$ cat src/rtl/life_pkg.sv
`default_nettype none
// ============================================================================
//  Module   : life_pkg
//  Purpose  : Shared types and constants for the Life grid controller.
//             - state_t  : controller state encoding
//             - CELL_LAT : cycles from a sampled write/enb to the cell output
//             - cell_idx : raster index of a cell (row*cols + col)
//  Revision : 1.0  initial release
// ============================================================================
package life_pkg;

  typedef enum logic [2:0] {
    IDLE    = 3'd0,
    CLEAR   = 3'd1,
    LOAD    = 3'd2,
    STEP    = 3'd3,
    SETTLE1 = 3'd4,
    SETTLE2 = 3'd5
  } state_t;

  // Latency of the cell array: a write or enb sampled at one edge is seen on
  // the alive outputs two cycles later.
  localparam int CELL_LAT = 2;

  function automatic int cell_idx(input int row, input int col, input int cols);
    return row * cols + col;
  endfunction

endpackage
`default_nettype wire

$ cat src/rtl/life_tick_div.sv
`default_nettype none
// ============================================================================
//  Module   : life_tick_div
//  Purpose  : Generation tick divider for run mode. Counts 0..TICK_DIV-1
//             while run is high and parks at TICK_DIV-1 until the controller
//             consumes the tick. Held at zero while run is low.
//  Ports    : clk      - system clock
//             reset    - synchronous, active-low reset
//             run      - free-running mode enable
//             consume  - controller accepted the pending tick
//             expired  - a tick is pending
//  Revision : 1.0  initial release
// ============================================================================
module life_tick_div #(
  parameter int TICK_DIV = 1000000
) (
  input  logic clk,
  input  logic reset,
  input  logic run,
  input  logic consume,
  output logic expired
);

  localparam int               c_cnt_w = (TICK_DIV > 1) ? $clog2(TICK_DIV) : 1;
  localparam logic [c_cnt_w-1:0] c_last = c_cnt_w'(TICK_DIV - 1);

  logic [c_cnt_w-1:0] r_count;

  always_ff @(posedge clk) begin
    if (!reset) begin
      r_count <= '0;
    end else if (!run || consume) begin
      r_count <= '0;
    end else if (r_count != c_last) begin
      r_count <= r_count + c_cnt_w'(1);
    end
  end

  assign expired = run && (r_count == c_last);

endmodule
`default_nettype wire

$ cat src/rtl/life_grid_ctrl.sv
`default_nettype none
// ============================================================================
//  Module   : life_grid_ctrl
//  Purpose  : Drives the write/val/enb side of a ROWS x COLS Life cell array.
//             Loads a raster-order pattern over a valid/ready stream, clears
//             the grid in one cycle, and issues single-cycle generation
//             pulses (tick-driven in run mode, or on a manual step).
//  Ports    : clk, reset         - clock, synchronous active-low reset
//             clear, load_start  - grid clear / pattern load requests
//             pix_valid/pix_data - pattern stream in, pix_ready handshake out
//             run, step          - free-running level / single-step pulse
//             write, val         - per-cell write enables, broadcast value
//             enb                - generation enable pulse
//             busy, load_done    - status
//             gen_count          - generations issued since clear/load/reset
//  Revision : 1.0  initial release
// ============================================================================
module life_grid_ctrl
  import life_pkg::*;
#(
  parameter int ROWS     = 8,
  parameter int COLS     = 8,
  parameter int TICK_DIV = 1000000,
  parameter int GEN_W    = 16
) (
  input  logic                 clk,
  input  logic                 reset,
  input  logic                 clear,
  input  logic                 load_start,
  input  logic                 pix_valid,
  input  logic                 pix_data,
  output logic                 pix_ready,
  input  logic                 run,
  input  logic                 step,
  output logic [ROWS*COLS-1:0] write,
  output logic                 val,
  output logic                 enb,
  output logic                 busy,
  output logic                 load_done,
  output logic [GEN_W-1:0]     gen_count
);

  localparam int                 c_cells    = ROWS * COLS;
  localparam int                 c_idx_w    = (c_cells > 1) ? $clog2(c_cells) : 1;
  localparam logic [c_idx_w-1:0] c_last_idx = c_idx_w'(c_cells - 1);

  state_t               r_state;
  logic [c_idx_w-1:0]   r_index;
  logic [c_cells-1:0]   r_write;
  logic                 r_val;
  logic                 r_enb;
  logic                 r_busy;
  logic                 r_load_done;
  logic                 r_load_pend;   // settle sequence belongs to a load
  logic [GEN_W-1:0]     r_gen;

  logic                 w_tick;
  logic                 w_tick_take;
  logic [c_cells-1:0]   w_onehot;

  // A tick is only consumed when IDLE actually turns it into a step; a
  // higher-priority clear/load leaves it pending.
  assign w_tick_take = (r_state == IDLE) && !clear && !load_start && run && w_tick;

  life_tick_div #(
    .TICK_DIV (TICK_DIV)
  ) u_tick_div (
    .clk     (clk),
    .reset   (reset),
    .run     (run),
    .consume (w_tick_take),
    .expired (w_tick)
  );

  for (genvar gi = 0; gi < c_cells; gi++) begin : g_onehot
    assign w_onehot[gi] = (r_index == c_idx_w'(gi));
  end

  always_ff @(posedge clk) begin
    if (!reset) begin
      r_state     <= IDLE;
      r_index     <= '0;
      r_write     <= '0;
      r_val       <= 1'b0;
      r_enb       <= 1'b0;
      r_busy      <= 1'b0;
      r_load_done <= 1'b0;
      r_load_pend <= 1'b0;
      r_gen       <= '0;
    end else begin
      // Pulsed outputs default low every cycle.
      r_write     <= '0;
      r_enb       <= 1'b0;
      r_load_done <= 1'b0;
      case (r_state)
        IDLE: begin
          if (clear) begin
            r_state <= CLEAR;
            r_write <= '1;
            r_val   <= 1'b0;
            r_gen   <= '0;
            r_busy  <= 1'b1;
          end else if (load_start) begin
            r_state <= LOAD;
            r_index <= '0;
            r_gen   <= '0;
            r_busy  <= 1'b1;
          end else if ((run && w_tick) || (!run && step)) begin
            r_state <= STEP;
            r_enb   <= 1'b1;
            r_gen   <= r_gen + GEN_W'(1);
            r_busy  <= 1'b1;
          end
        end
        CLEAR: r_state <= SETTLE1;
        LOAD: begin
          // pix_ready is high throughout LOAD, so valid alone marks a transfer.
          if (pix_valid) begin
            r_write <= w_onehot;
            r_val   <= pix_data;
            r_index <= r_index + c_idx_w'(1);
            if (r_index == c_last_idx) begin
              r_state     <= SETTLE1;
              r_load_pend <= 1'b1;
            end
          end
        end
        STEP:    r_state <= SETTLE1;
        SETTLE1: r_state <= SETTLE2;
        SETTLE2: begin
          r_state     <= IDLE;
          r_busy      <= 1'b0;
          r_load_done <= r_load_pend;
          r_load_pend <= 1'b0;
        end
        default: begin
          r_state <= IDLE;
          r_busy  <= 1'b0;
        end
      endcase
    end
  end

  assign pix_ready = (r_state == LOAD);
  assign write     = r_write;
  assign val       = r_val;
  assign enb       = r_enb;
  assign busy      = r_busy;
  assign load_done = r_load_done;
  assign gen_count = r_gen;

endmodule
`default_nettype wire
$ cat config.mk
export PLATFORM = sky130hd
export DESIGN_NAME = life_grid_ctrl
export DESIGN_NICKNAME = d
export VERILOG_FILES = /design/src/rtl/life_pkg.sv /design/src/rtl/life_tick_div.sv /design/src/rtl/life_grid_ctrl.sv
export SDC_FILE = /design/constraint.sdc
export NUM_CORES = 1
export LEC_CHECK = 0
export ABC_AREA = 1
export BUFFER_PORTS_ARGS = -buffer_cell sky130_fd_sc_hd__buf_2
export CAP_MARGIN = 20
export CORE_MARGIN = 2
export CORE_UTILIZATION = 30
export CTS_BUF_LIST = sky130_fd_sc_hd__clkbuf_4 sky130_fd_sc_hd__clkbuf_8
export DETAILED_ROUTE_END_ITERATION = 8
export PLACE_DENSITY = 0.48
export SLEW_MARGIN = 40
export SYNTH_ARGS = -nofsm -noshare
export SYNTH_HDL_FRONTEND = slang
export SYNTH_SLANG_ARGS = --single-unit
$ cat constraint.sdc
create_clock -name clk -period 2.8 [get_ports clk]
set_clock_uncertainty 0.05 [all_clocks]
set_input_delay 0.56 -clock clk [delete_from_list [all_inputs] [get_ports clk]]
set_output_delay 0.56 -clock clk [all_outputs]
set_load 0.1 [all_outputs]
==> results of run 1 <==
-- layout make-up --
type                    instances  area (µm²)  area share (%)
multi-input cells             457        2286           37.90
flip-flops and latches        114        2282           37.83
repair buffers                 97       498.0           8.256
well taps                     220       275.3           4.563
inverters                      70       262.8           4.356
clock buffers                  18       247.7           4.107
clock inverters                14       180.2           2.987
-- power groups by stage --
stage | Clock, mW | Combinational, mW | Sequential (mW)
5_1_grt | 1.79 | 2.59 | 1.99
3_3_place_gp | 0 | 2.46 | 2.00
2_1_floorplan | 0 | 0.612 | 3.49
3_5_place_dp | 0 | 2.47 | 2.00
6_report | 1.65 | 2.46 | 1.96
4_1_cts | 1.70 | 2.48 | 1.97
-- Yosys cell counts, types with 10 or more instances --
master | number | area share, %
o21ai_0 | 11 | 1.1
nand3_1 | 55 | 5.5
inv_2 | 12 | 0.90
inv_1 | 57 | 4.3
a21oi_1 | 82 | 8.2
clkbuf_1 | 10 | 0.75
buf_2 | 11 | 1.1
dfxtp_1 | 114 | 46
nor2_2 | 12 | 1.5
nor2_1 | 66 | 5.0
nor3_1 | 14 | 1.4
nand2_1 | 148 | 11
-- cells in the final DEF, fill, tap and decap left out, types with 3 or more instances in the layout --
master and instances:
a21oi_1 82, a31oi_1 4, nand3_2 5, o21bai_1 3, buf_4 5, inv_1 56
nand3_1 55, clkbuf_8 18, nand2_1 148, dfxtp_1 114, nor2_1 66, nand2_2 3
inv_2 13, bufinv_16 3, nor2_4 3, nor3b_1 3, xor2_1 3, nand4_1 8
or2_2 6, buf_2 92, a21oi_2 6, nor3_1 14, nor2_2 12, clkinv_4 5
inv_6 3, ha_1 6, o21ai_0 11
-- metrics by stage --
stage	utilization (%)	instances	power [mW]	setup WS, ns
final	36.77	990	6.079	0.5619
after floorplan	-	668	4.098	0.4921
after global placement	34.16	958	4.459	0.7007
after detailed placement	34.16	958	4.472	0.6679
after CTS	36.77	990	6.145	0.5028
after global routing	36.77	990	6.373	0.4251
-- flip-flops by register name (all words and copies together), names as in the netlist, 3 cells and up --
name / flops
write: 64
u_tick_div.r_count: 20
gen_count: 16
r_index: 6
r_state: 3
-- worst max path at each step --
stage	cells after the start	slack [ns]	endpoint
detailed placement	8	0.67	u_tick_div.r_count[14]
floorplan	10	0.49	gen_count[14]
CTS	4	0.50	pix_ready
global route	4	0.43	pix_ready
finish	4	0.56	pix_ready
global placement	9	0.70	u_tick_div.r_count[14]
-- worst max-delay path: cells and delay by family (launching register included) --
family | cells | cell delay (ns)
flip-flops | 1 | 0.35
AND/OR/NAND/NOR | 1 | 0.14
buffers and inverters | 3 | 0.69
-- routing by layer --
| layer | vias up | routed length, µm | global-route usage, % |
|---|---|---|---|
| met5 | - | 0 | 0 |
| li1 | 2342 | - | - |
| met2 | 115 | 6001 | 25.27 |
| met3 | 8 | 698 | 5.019 |
| met1 | 2026 | 6146 | 19.90 |
| met4 | 0 | 110 | 5.496 |
-- cells by family after synthesis --
kind of cell | Yosys count
xor gates and xnor gates | 5
buffers and inverters | 97
DFF | 114
AOI/OAI and AO/OA | 113
and+or+nand+nor | 333
adders and majority gates | 6
==> impl_metrics.py, run 1 <==
metrics = {
    "route": {
        "via_count": 4491,
        "wire_per_inst_um": 13.09,
        "first_pass_iters": 4,
        "antenna_left": 0,
        "vias_per_cell": 4.536,
        "drtIter0Drc": 250,
        "drcViolationCount": 0,
        "wirelength_um": 12960,
    },
    "synth": {
        "synth_area_um2": 4981,
        "yosys.area_share.simple_pct": 30.90,
        "synth.area.mux_share_pct": 0,
        "synth_nets": 682,
        "ys_ff_latch": 114,
        "ys.flop_type": "dfxtp_1",
        "synthAdderAreaFrac_pct": 1.507,
        "synth_top_family_by_area": "simple AND/OR/NAND/NOR gates",
        "ys_warn_count": 0,
        "synth_edf_count": 0,
        "synth-xor-area-share_pct": 0.8792,
        "postSynthCellCount": 668,
        "synth_compound_area_share_pct": 12.61,
        "async_flop_share_pct": 0,
        "synth_cell_type_count": 42,
        "syn_avg_cell_area_um2": 7.457,
        "seq_area_frac_synth_pct": 45.82,
    },
    "sta": {
        "rsz0062_at_grt": "no",
        "fmaxAchievable_ghz": 0.4468,
        "period_share_pct": 79.93,
        "tightestPinTransition_ns": 0.6621,
        "fin_tns_setup_ns": 0,
        "slew_headroom_pct": 55.69,
        "period_minus_slack_ns": 2.238,
        "setup_viol": 0,
        "hold_viol": 0,
        "hold-worst-slack_ns": 0.3185,
        "maxSlewViolCount": 0,
    },
    "critical_path": {
        "slowest_stage": "buf_2",
        "critPathArrivalTime_ns": 1.63,
        "crit_path_start": "r_state[2]",
        "worst-setup-path-type": "flip-flop to output pin",
        "crit_fanout": 5,
        "critPathMaxStageDelay_ns": 0.44,
        "r2r_cells": 8,
        "cp-end-kind": "output pin",
        "crit_path_start_kind": "flip-flop",
        "cp_cell_sequence": "inv_2 > nand3_2 > inv_1 > buf_2",
        "timing.rr.start": "u_tick_div.r_count[0]",
        "crit_required_ns": 2.19,
        "rrSetupSlack_ns": 0.67,
        "r2r_end": "u_tick_div.r_count[14]",
    },
    "finish": {
        "diodes": 0,
        "final_net_count": 771,
        "final_area_um2": 6032,
        "layout-drive-gt1-share_pct": 24.03,
        "syn2layout_area_growth_pct": 21.10,
        "n_fill_cell": 1755,
    },
    "power": {
        "p_leak_nw": 2.536,
        "p_int_mw": 3.125,
        "switching_power_mw": 2.953,
        "comb_power_share_pct": 40.5,
        "ir_drop_mv": 0.6154,
        "switching_share_pct": 48.58,
        "power_frac_clock_pct": 27.2,
        "pwr-share-seq_pct": 32.3,
        "cellPowerDensity_nw_per_um2": 1008,
    },
    "clocking": {
        "cts_sinks": 114,
        "cts.htree.levels": 4,
        "cts_buffers": 17,
        "tritoncts": "done",
        "clock_latency_ns": 0.44,
        "clock_path_buffers": 2,
        "hold_buffers": 0,
        "path_clk_slew_ns": 0.08,
        "post_cts_buffers": 0,
        "clockRootBuffer": "clkbuf_8",
        "post_cts_resized": 0,
    },
    "die": {
        "core_um2": 16410,
        "die-area_um2": 17650,
        "rows": 47,
        "io_pins": 93,
        "start_util_pct": 30.36,
        "dieHeight_um": 132.9,
        "die-width_um": 132.9,
    },
    "hold_path": {
        "min_from": "pix_data",
        "hold_depth": 3,
        "hold_class": "input port to flip-flop",
        "holdPathEnd": "val",
    },
    "global_route": {
        "grt_max_degree": 66,
        "grt_pass1_wl_um": 22060,
        "antenna_found_initial": 0,
        "grt_pass1_vias": 4345,
        "grt.overflow.total": 0,
        "grt_usage_pct": 15.73,
    },
    "placed_design": {
        "place_area_um2": 5604,
        "dp_hpwl_um": 9461,
        "gp_congestion": 0.8520,
        "numPortBuffers": 92,
    },
    "status": {
        "status": "complete, no violations",
    },
    "job": {
        "drv_cap": 0,
    },
}
No activity file was read; power rests on OpenSTA's default activity.
==> run 2: changes to the inputs <==
Settings changed: PLACE_DENSITY 0.48 to 0.5.
Clock period 2.8 ns to 2.02 ns, I/O delays scaled along.
==> impl_metrics.py, run 2 (same netlist as run 1, synthesis figures left out) <==
metrics = {
    "placed_design": {
        "numPortBuffers": 92,
        "gp_congestion": 0.7839,
        "dp_hpwl_um": 9536,
    },
    "route": {
        "vias_per_cell": 4.548,
        "first_pass_iters": 5,
        "wire_per_inst_um": 13.23,
        "via_count": 4553,
        "antenna_left": 0,
        "wirelength_um": 13250,
        "drtIter0Drc": 381,
        "drcViolationCount": 0,
    },
    "die": {
        "die-width_um": 132.9,
        "dieHeight_um": 132.9,
        "die-area_um2": 17650,
        "start_util_pct": 30.36,
        "io_pins": 93,
        "core_um2": 16410,
        "rows": 47,
    },
    "sta": {
        "rsz0062_at_grt": "no",
        "maxSlewViolCount": 0,
        "tightestPinTransition_ns": 0.5690,
        "fmaxAchievable_ghz": 0.5246,
        "fin_tns_setup_ns": 0,
        "period_minus_slack_ns": 1.906,
        "slew_headroom_pct": 61.93,
        "setup_viol": 0,
        "hold_viol": 0,
        "period_share_pct": 94.37,
    },
    "finish": {
        "layout_common_cells": "148 x nand2_1, 107 x dfxtp_1, 91 x buf_2",
        "layout_commonest_cell": "nand2_1",
        "layout-drive-gt1-share_pct": 26.25,
        "n_fill_cell": 1748,
        "diodes": 0,
        "final_net_count": 784,
        "largest_reg_flops": 64,
        "syn2layout_area_growth_pct": 24.64,
    },
    "critical_path": {
        "worst-setup-path-type": "flip-flop to output pin",
        "rrSetupSlack_ns": 0.25,
        "r2r_end": "gen_count[3]",
        "cp-end-kind": "output pin",
        "crit_fanout": 5,
        "r2r_cells": 8,
        "timing.rr.start": "u_tick_div.r_count[0]",
        "cpMostUsedCell": "inv_2",
        "critPathMaxStageDelay_ns": 0.36,
        "slowest_stage": "dfxtp_1",
        "cp_cell_sequence": "inv_2 > nand3_2 > inv_2 > buf_6",
        "worst-path-buf-inv": 3,
        "crit_path_start": "r_state[2]",
        "crit_required_ns": 1.57,
        "crit_path_start_kind": "flip-flop",
        "critPathArrivalTime_ns": 1.45,
        "worst_path_dominant_cell_family": "buffers and inverters",
    },
    "hold_path": {
        "min_from": "pix_data",
        "hold_depth": 3,
        "holdPathEnd": "val",
        "hold_class": "input port to flip-flop",
    },
    "global_route": {
        "grt_pass1_wl_um": 21400,
        "antenna_found_initial": 0,
        "grt_pass1_vias": 4160,
        "grt_usage_pct": 15.35,
        "grt.overflow.total": 0,
        "grt_max_degree": 65,
    },
    "power": {
        "ir_drop_mv": 0.6028,
        "p_total_mw": 8.625,
        "cellPowerDensity_nw_per_um2": 1389,
        "p_leak_nw": 2.637,
    },
    "clocking": {
        "cts.htree.levels": 4,
        "cts_sinks": 114,
        "cts_buffers": 17,
        "clock_latency_ns": 0.45,
        "clock_path_buffers": 2,
        "path_clk_slew_ns": 0.07,
        "tritoncts": "done",
        "post_cts_buffers": 0,
        "clockRootBuffer": "clkbuf_8",
    },
    "job": {
        "drv_cap": 0,
    },
    "status": {
        "status": "complete, no violations",
    },
}
==> run 2: cell count changes in the layout (fill, tap and decap cells not counted), moves of 2 or more <==
cell / change
inv_2: +2
buf_12: +4
dfxtp_2: +7
clkinv_2: +3
inv_6: -3
bufinv_16: +2
clkinv_4: -4
buf_4: +9
dfxtp_1: -7
==> run 2: worst max path at each step <==
stage	to	slack [ns]	depth (start not counted)
floorplan	gen_count[14]	0.02	9
global placement	r_index[5]	0.27	9
detailed placement	gen_count[3]	0.24	8
CTS	pix_ready	0.02	4
global route	pix_ready	0.02	4
finish	pix_ready	0.11	4
==> run 2: final cells by class <==
type                    count  area (µm²)  area share (%)
clock buffers              19       255.2           4.111
well taps                 220       275.3           4.434
repair buffers            110       651.9           10.50
clock inverters            11       186.4           3.003
inverters                  70       262.8           4.232
multi-input cells         457        2286           36.82
flip-flops and latches    114        2291           36.90
==> run 2: what timing repair did <==
item,4_1_cts,5_1_grt
resized for setup,2,1
endpoints found under the setup margin,1,1
hold buffers,0,0
==> run 2: worst reg2reg max path, stage by stage, from the launching register on <==
cell and delay, ns:
dfxtp_1 0.38, ha_1 0.25, nand3_4 0.13, nor2_2 0.14
nand4_1 0.13, nand3_2 0.19, buf_4 0.20, nand3_1 0.07
a21oi_1 0.16
==> run 2: per-stage QoR <==
stage	hold WS [ns]	setup WS, ns	instances	cell area, µm²	utilization (%)
2_1_floorplan	0.3665	0.02221	668	4990	-
3_3_place_gp	0.3867	0.2687	971	5761	35.11
3_5_place_dp	0.3867	0.2414	971	5761	35.11
4_1_cts	0.1370	0.02078	1001	6208	37.84
5_1_grt	0.1503	0.02452	1001	6208	37.84
6_report	0.1629	0.1137	1001	6208	37.84
==> run 2: power by group <==
group | total [mW] | switching [mW] | internal (mW)
clock | 2.42 | 0.929 | 1.49
sequential | 2.73 | 0.158 | 2.57
combinational | 3.48 | 2.92 | 0.553
==> run 2: per-layer routing <==
layer  routed length [µm]  GRT usage [%]
met2                 5763          22.57
met4                  221          6.033
met1                 6678          21.32
met3                  583          4.176
met5                    0              0
==> run 3: changes to the inputs <==
Clock period 2.02 ns to 1.7 ns, I/O delays scaled along.
==> impl_metrics.py, run 3 (same netlist as run 1, synthesis figures left out) <==
metrics = {
    "finish": {
        "layout_commonest_cell": "nand2_1",
        "diodes": 0,
        "multi_input_area_um2": 2349,
        "layout-drive-gt1-share_pct": 31.34,
        "largest_reg_flops": 64,
        "final_net_count": 802,
        "final_area_um2": 6447,
        "final_util_pct": 39.30,
        "fin_cells": 1021,
        "regArea_um2": 2333,
        "n_fill_cell": 1708,
        "layout_common_cells": "147 x nand2_1, 89 x dfxtp_1, 84 x buf_2",
        "syn2layout_area_growth_pct": 29.44,
    },
    "global_route": {
        "grt.overflow.total": 0,
        "grt_max_degree": 65,
        "grt_usage_pct": 15.56,
        "grt_pass1_wl_um": 21780,
        "antenna_found_initial": 0,
        "grt_pass1_vias": 4337,
    },
    "route": {
        "via_count": 4671,
        "drcViolationCount": 0,
        "first_pass_iters": 5,
        "vias_per_cell": 4.575,
        "antenna_left": 0,
        "wire_per_inst_um": 13.33,
        "wirelength_um": 13610,
        "drtIter0Drc": 328,
    },
    "critical_path": {
        "crit_fanout": 2,
        "cp-end-kind": "output pin",
        "slowest_stage": "buf_2",
        "worst-setup-path-type": "flip-flop to output pin",
        "cp_cell_sequence": "buf_2",
        "crit_required_ns": 1.31,
        "critPathMaxStageDelay_ns": 0.45,
        "critPathArrivalTime_ns": 1.26,
        "worst-path-buf-inv": 1,
        "worst_path_dominant_cell_family": "buffers and inverters",
        "crit_path_start_kind": "flip-flop",
    },
    "sta": {
        "rsz0062_at_grt": "no",
        "slew_headroom_pct": 66.60,
        "setup_viol": 0,
        "period_share_pct": 97.02,
        "tightestPinTransition_ns": 0.4992,
        "hold_viol": 0,
        "fin_tns_setup_ns": 0,
        "maxSlewViolCount": 0,
        "layout_setup_ws_ns": 0.05067,
        "hold-worst-slack_ns": 0.1044,
        "period_minus_slack_ns": 1.649,
        "fmaxAchievable_ghz": 0.6063,
    },
    "clocking": {
        "clock_path_buffers": 2,
        "hold_buffers": 0,
        "cts_sinks": 114,
        "tritoncts": "done",
        "clockRootBuffer": "clkbuf_8",
        "path_clk_slew_ns": 0.07,
        "cts.htree.levels": 4,
        "clock_latency_ns": 0.44,
        "cts_buffers": 17,
    },
    "placed_design": {
        "place_area_um2": 5901,
        "numPortBuffers": 92,
        "dp_slack_ns": -0.03118,
        "dp_hpwl_um": 9851,
        "gp_congestion": 0.8469,
        "placed_cells": 982,
    },
    "power": {
        "p_leak_nw": 2.718,
        "p_total_mw": 9.970,
        "cellPowerDensity_nw_per_um2": 1546,
        "ir_drop_mv": 0.7546,
    },
    "die": {
        "io_pins": 93,
        "core_um2": 16410,
        "dieHeight_um": 132.9,
        "start_util_pct": 30.36,
        "rows": 47,
        "die-width_um": 132.9,
        "die-area_um2": 17650,
    },
    "status": {
        "status": "complete, no violations",
    },
    "hold_path": {
        "hold_class": "input port to flip-flop",
    },
    "job": {
        "drv_cap": 0,
    },
}
## run 3: final cells by class
class	count	share of cell area, %
Sequential cell	114	36.19
Inverter	70	4.153
Clock inverter	11	1.572
Tap cell	220	4.269
Clock buffer	21	4.386
Timing Repair Buffer	128	13.00
Multi-Input combinational cell	457	36.43
## run 3: routing by layer
metal | vias up | global-route usage, % | wire length [µm]
li1 | 2397 | - | -
met4 | 0 | 5.496 | 173
met1 | 2158 | 20.74 | 6479
met3 | 15 | 4.521 | 663
met5 | - | 0 | 0
met2 | 101 | 24.01 | 6290
## run 3: power breakdown
| group | leakage [nW] | switching, mW | internal [mW] |
|---|---|---|---|
| logic | 1.57 | 3.52 | 0.740 |
| clock network | 0.197 | 1.17 | 1.29 |
| registers | 0.946 | 0.187 | 3.06 |
| total | 2.72 | 4.88 | 5.09 |
## run 3: timing repair
action,in CTS,in global routing
setup endpoints to repair,18,40
pin swaps,1,6
hold endpoints to repair,0,0
gates resized for setup,8,27
setup buffers,2,5
## run 3: path summary, 6_finish.rpt
path,slack [ns],cells past startpoint,to,from
setup / recovery,0.05,1,busy,busy
hold / removal,0.10,3,val,pix_data
setup reg to reg,0.10,8,gen_count[10],u_tick_div.r_count[0]
hold reg to reg,0.40,2,load_done,r_load_pend
